===== src/rtl/fetch_stage_pkg.sv =====
// Shared fetch/IF-ID definitions: address and instruction widths,
// the NOP word, the reset PC and a wrapping PC increment.
package fetch_stage_pkg;

    localparam int PC_W    = 12;
    localparam int INSTR_W = 19;

    typedef logic [PC_W-1:0]    pc_t;
    typedef logic [INSTR_W-1:0] instr_t;

    localparam instr_t NOP_INSTR = 19'd0;
    localparam pc_t    RESET_PC  = 12'h000;

    // Modulo-4096 increment; the carry out is simply dropped.
    function automatic pc_t pc_inc(input pc_t pc);
        return pc + pc_t'(1);
    endfunction

endpackage


===== src/rtl/fetch_stage_next_pc_sel.sv =====
// Next-PC priority select for the fetch stage (purely combinational).
// Ports: pc_i current fetch PC, stall_i, branch_taken_i/branch_target_i,
//        jump_i/jump_target_i in; next_pc_o selected next fetch PC out.
module next_pc_sel
    import fetch_stage_pkg::*;
(
    input  logic [PC_W-1:0] pc_i,
    input  logic            stall_i,
    input  logic            branch_taken_i,
    input  logic [PC_W-1:0] branch_target_i,
    input  logic            jump_i,
    input  logic [PC_W-1:0] jump_target_i,
    output logic [PC_W-1:0] next_pc_o
);

    // Branch beats jump, any redirect beats a stall.
    always_comb begin
        next_pc_o = pc_inc(pc_i);
        if (branch_taken_i) begin
            next_pc_o = branch_target_i;
        end else if (jump_i) begin
            next_pc_o = jump_target_i;
        end else if (stall_i) begin
            next_pc_o = pc_i;
        end
    end

endmodule


===== src/rtl/fetch_stage.sv =====
// Instruction fetch stage with a one-cycle synchronous instruction memory.
// Ports: clk, reset (sync, active-high), stall, branch_taken/branch_target,
//        jump/jump_target in; imem_addr out, imem_data in; instruction,
//        pc_out, flush, loadbar out towards the IF/ID register.
module fetch_stage
    import fetch_stage_pkg::*;
(
    input  logic               clk,
    input  logic               reset,
    input  logic               stall,
    input  logic               branch_taken,
    input  logic [PC_W-1:0]    branch_target,
    input  logic               jump,
    input  logic [PC_W-1:0]    jump_target,
    output logic [PC_W-1:0]    imem_addr,
    input  logic [INSTR_W-1:0] imem_data,
    output logic [INSTR_W-1:0] instruction,
    output logic [PC_W-1:0]    pc_out,
    output logic               flush,
    output logic               loadbar
);

    logic [PC_W-1:0] pc_q, pc_d;
    logic [PC_W-1:0] req_pc_q, req_pc_d;
    logic            valid_q, valid_d;
    logic            redirect;
    logic            hold;

    assign redirect = branch_taken | jump;
    assign hold     = stall & ~redirect;

    next_pc_sel u_next_pc_sel (
        .pc_i            (pc_q),
        .stall_i         (stall),
        .branch_taken_i  (branch_taken),
        .branch_target_i (branch_target),
        .jump_i          (jump),
        .jump_target_i   (jump_target),
        .next_pc_o       (pc_d)
    );

    // A redirect issues the read but marks it wrong-path so it
    // reaches IF/ID as a NOP; a stall keeps the outstanding read.
    always_comb begin
        req_pc_d = pc_q;
        valid_d  = 1'b1;
        if (redirect) begin
            valid_d = 1'b0;
        end else if (stall) begin
            req_pc_d = req_pc_q;
            valid_d  = valid_q;
        end
    end

    always_ff @(posedge clk) begin
        if (reset) begin
            pc_q     <= RESET_PC;
            req_pc_q <= RESET_PC;
            valid_q  <= 1'b0;
        end else begin
            pc_q     <= pc_d;
            req_pc_q <= req_pc_d;
            valid_q  <= valid_d;
        end
    end

    // Re-presenting the held address keeps imem_data stable in a stall.
    assign imem_addr   = hold ? req_pc_q : pc_q;
    assign instruction = valid_q ? imem_data : NOP_INSTR;
    assign pc_out      = pc_inc(req_pc_q);
    assign flush       = redirect & ~reset;
    assign loadbar     = hold;

endmodule


===== config.mk =====
export PLATFORM = sky130hd
export DESIGN_NAME = fetch_stage
export DESIGN_NICKNAME = d
export VERILOG_FILES = /design/src/rtl/fetch_stage_pkg.sv /design/src/rtl/fetch_stage_next_pc_sel.sv /design/src/rtl/fetch_stage.sv
export SDC_FILE = /design/constraint.sdc
export NUM_CORES = 1
export LEC_CHECK = 0
export BUFFER_PORTS_ARGS = -buffer_cell sky130_fd_sc_hd__buf_2
export CAP_MARGIN = 20
export CORE_UTILIZATION = 45
export CTS_CLUSTER_SIZE = 14
export DETAILED_ROUTE_END_ITERATION = 10
export PLACE_DENSITY = 0.89
export SYNTH_ARGS = -nofsm -noshare
export SYNTH_HDL_FRONTEND = slang
export SYNTH_SLANG_ARGS = --single-unit

===== constraint.sdc =====
create_clock -name clk -period 3.6 [get_ports clk]
set_clock_uncertainty 0.15 [all_clocks]
set_input_delay 0.18 -clock clk [delete_from_list [all_inputs] [get_ports clk]]
set_output_delay 0.18 -clock clk [all_outputs]
set_load 0.005 [all_outputs]

==> impl_metrics.tcl <==
set metrics [dict create \
    status "finished clean" \
    slowest_stage "dfxtp_1" \
    p_comb_frac 0.231 \
    vias 1838 \
    fin_setup_tns_ps 0 \
    rr_worst_depth 5 \
    r2r_end "pc_q[8]$_SDFFE_PP0P_" \
    synthAdderAreaFrac 0.0145 \
    rrSetupSlack_ps 1820 \
    drt_first_pass_iters 4 \
    hold-worst-slack_ps 44.0 \
    p_total_w 0.000648 \
    cp_max_fo 6 \
    overflow 0 \
    insertion_delay_ps 270 \
    required_ps 3270 \
    post_cts_resized 0 \
    period_needed_ps 1970 \
    synth-compound-area-share 0.176 \
    nets 348 \
    die_area_um2 4100 \
    core-area_um2 3690 \
    fillers 348 \
    fmax_mhz 508 \
    switchingPower_w 0.000193 \
    grt_max_degree 22 \
    grt_pass1_vias 1641 \
    hold_viol 0 \
    rsz0062_at_grt "no" \
    synthMuxAreaShare 0.102 \
    slew_headroom 0.666 \
    crit_path_start "req_pc_q[3]$_SDFFE_PP0N_" \
    ys_warn_count 0 \
    syn_avg_cell_area_um2 8.17 \
    endpoint "pc_out[11]" \
    cp.arrival_ps 1640 \
    synthArstFlopShare 0 \
    antenna_cells 0 \
    start_util 0.469 \
    worst-setup-path-type "flip-flop to output pin" \
    drcViolationCount 0 \
    vias_per_cell 5.33 \
    num_io_pins 93 \
    portBuffers 92 \
    whs_path_depth 3 \
    cts_buffer_depth 2 \
    numCtsBuffers 3 \
    synth.distinct_cells 46 \
    placementRows 22 \
    synth-seq-cells 25 \
    min_path_type "primary input to flip-flop" \
    root_buffer "clkbuf_8" \
    synth_seq_area_share 0.289 \
    crit_chain "and4_1 -> nand4_1 -> nor3_1 -> xor2_1 -> buf_2" \
    worst_pin_slew_ps 499 \
    area_growth_pct 29.9 \
    cp-start-kind "flip-flop" \
    cts_setup_buffers 0 \
    cp_slowest_stage_delay_ps 430 \
    synthCells 212 \
    path_clk_slew_ps 90 \
    setup_viol 0 \
    synth_top_family_by_area "simple AND/OR/NAND/NOR gates" \
    max_cap_viol_count 0 \
    routed_wl_mm 4.73 \
    track_usage 0.234 \
    drt-initial-drc-count 88 \
    reg2reg_from "pc_q[0]$_SDFFE_PP0P_" \
    cts_max_level 1 \
    cts_tree "done" \
    netlist_area_um2 1730 \
    powerDensity_nw_per_um2 288 \
    swShare 0.297 \
    pwr-share-seq 0.498 \
    synth_simple_gate_area_share 0.293 \
    gp_congestion 0.905 \
    finalMaxSlewViolations 0 \
    drive_above_1_share 0.367 \
    fin_crit_sh 0.547 \
    wl_per_cell_um 13.7 \
    ys.flop_type "dfxtp_1" \
    clock_power_share 0.272 \
    grt_pass1_wl_mm 7.62 \
    power_leakage_nw 1.10 \
    synth-edff-count 0 \
    synthesis.nets 262 \
    place_hpwl_mm 3.66 \
    antenna_found_initial 0 \
    drtAntennaViolNets 0 \
    clock_sinks 25 \
    synthXorXnorAreaFrac 0.0708 \
    die_x_um 64.0 \
    end_kind "output pin" \
    die_h_um 64.0 \
    internal-power_w 0.000456 \
    ir_drop_mv 0.177 \
]
power groups by stage:
stage	clock network, W	logic (W)	registers [W]
2_1_floorplan	0	0.0000934	0.000318
3_3_place_gp	0	0.000145	0.000327
3_5_place_dp	0	0.000149	0.000328
4_1_cts	0.000179	0.000150	0.000321
5_1_grt	0.000193	0.000167	0.000325
6_report	0.000176	0.000150	0.000323
stage by stage:
stage	area (um2)	setup WS [ps]	instances	utilization
floorplan	1730	2020	212	-
global placement	2190	1830	340	0.594
detailed placement	2190	1810	340	0.594
CTS	2250	1630	345	0.610
global route	2250	1520	345	0.610
finish	2250	1630	345	0.610
worst min-delay path by stage:
stage | from | to | slack [ps]
finish | branch_target[6] | pc_q[6]$_SDFFE_PP0P_ | 40
global route | branch_target[6] | pc_q[6]$_SDFFE_PP0P_ | 50
CTS | branch_target[6] | pc_q[6]$_SDFFE_PP0P_ | 30
detailed placement | branch_target[0] | pc_q[0]$_SDFFE_PP0P_ | 260
global placement | branch_target[0] | pc_q[0]$_SDFFE_PP0P_ | 250
floorplan | branch_target[0] | pc_q[0]$_SDFFE_PP0P_ | 170
kinds of logic after synthesis:
| logic type | count (synthesis) |
|---|---|
| buffers and inverters | 21 |
| multiplexers | 13 |
| AO/OA/AOI/OAI | 43 |
| XOR/XNOR | 14 |
| adder cells (fa/ha/maj) | 2 |
| flip-flops | 25 |
| AND/OR/NAND/NOR | 94 |
what timing repair did:
action                                  4_1_cts  5_1_grt
hold endpoints to repair                      1        0
endpoints found under the setup margin        0        0
hold buffers                                  1        0
worst max-delay path: cells and delay by family (launching register included):
kind | cells | cell delay, ps
flip-flops | 1 | 430
AND/OR/NAND/NOR | 3 | 620
XOR/XNOR | 1 | 180
buffers and inverters | 1 | 130
cells in the mapped netlist, types with 2 or more instances:
cell | n | share of area
nand2_1 | 18 | 0.039
a211oi_1 | 3 | 0.013
a31oi_1 | 3 | 0.011
clkbuf_1 | 5 | 0.011
nor3_1 | 2 | 0.0058
o21ai_0 | 9 | 0.026
inv_1 | 8 | 0.017
mux2_4 | 9 | 0.078
buf_2 | 4 | 0.012
mux2i_1 | 3 | 0.017
ha_1 | 2 | 0.014
nand3_1 | 10 | 0.029
o211ai_1 | 4 | 0.017
nor4_1 | 4 | 0.014
o31ai_1 | 3 | 0.013
nand2b_1 | 8 | 0.029
xnor2_1 | 7 | 0.035
a21oi_1 | 5 | 0.014
o2111ai_1 | 3 | 0.015
a22oi_1 | 3 | 0.013
and2_1 | 31 | 0.11
nand4_1 | 3 | 0.011
dfxtp_1 | 25 | 0.29
xor2_1 | 7 | 0.035
nor2_1 | 12 | 0.026
sequential cells by signal, indices dropped and copies added, names as in the netlist:
register  count
req_pc_q     12
pc_q         12
valid_q       1
layout by cell type, fill, tap and decap left out, types with 4 or more instances in the layout:
| master | Yosys | layout |
|---|---|---|
| buf_2 | 4 | 92 |
| and2_1 | 31 | 31 |
| dfxtp_1 | 25 | 25 |
| nand2_1 | 18 | 18 |
| nor2_1 | 12 | 12 |
| nand3_1 | 10 | 10 |
| o21ai_0 | 9 | 9 |
| mux2_4 | 9 | 9 |
| inv_1 | 8 | 8 |
| nand2b_1 | 8 | 8 |
| xnor2_1 | 7 | 7 |
| xor2_1 | 7 | 7 |
| a21oi_1 | 5 | 5 |
| o211ai_1 | 4 | 4 |
| nor4_1 | 4 | 4 |
per-layer routing:
layer / vias up / part of all wire / GRT usage
met5: - / 0 / 0
li1: 924 / - / -
met4: 0 / 0.0047 / 0.0483
met1: 848 / 0.45 / 0.304
met2: 62 / 0.49 / 0.403
met3: 4 / 0.051 / 0.0411
final cells by class:
type                    count  area, um2  area share
inverters                   9       33.8      0.0150
clock inverters             1       7.51     0.00334
flip-flops and latches     25        500       0.222
repair buffers             93        470       0.209
multi-input cells         166       1140       0.505
clock buffers               3       41.3      0.0184
well taps                  48       60.1      0.0267
Power figures use the tool's default switching activity.
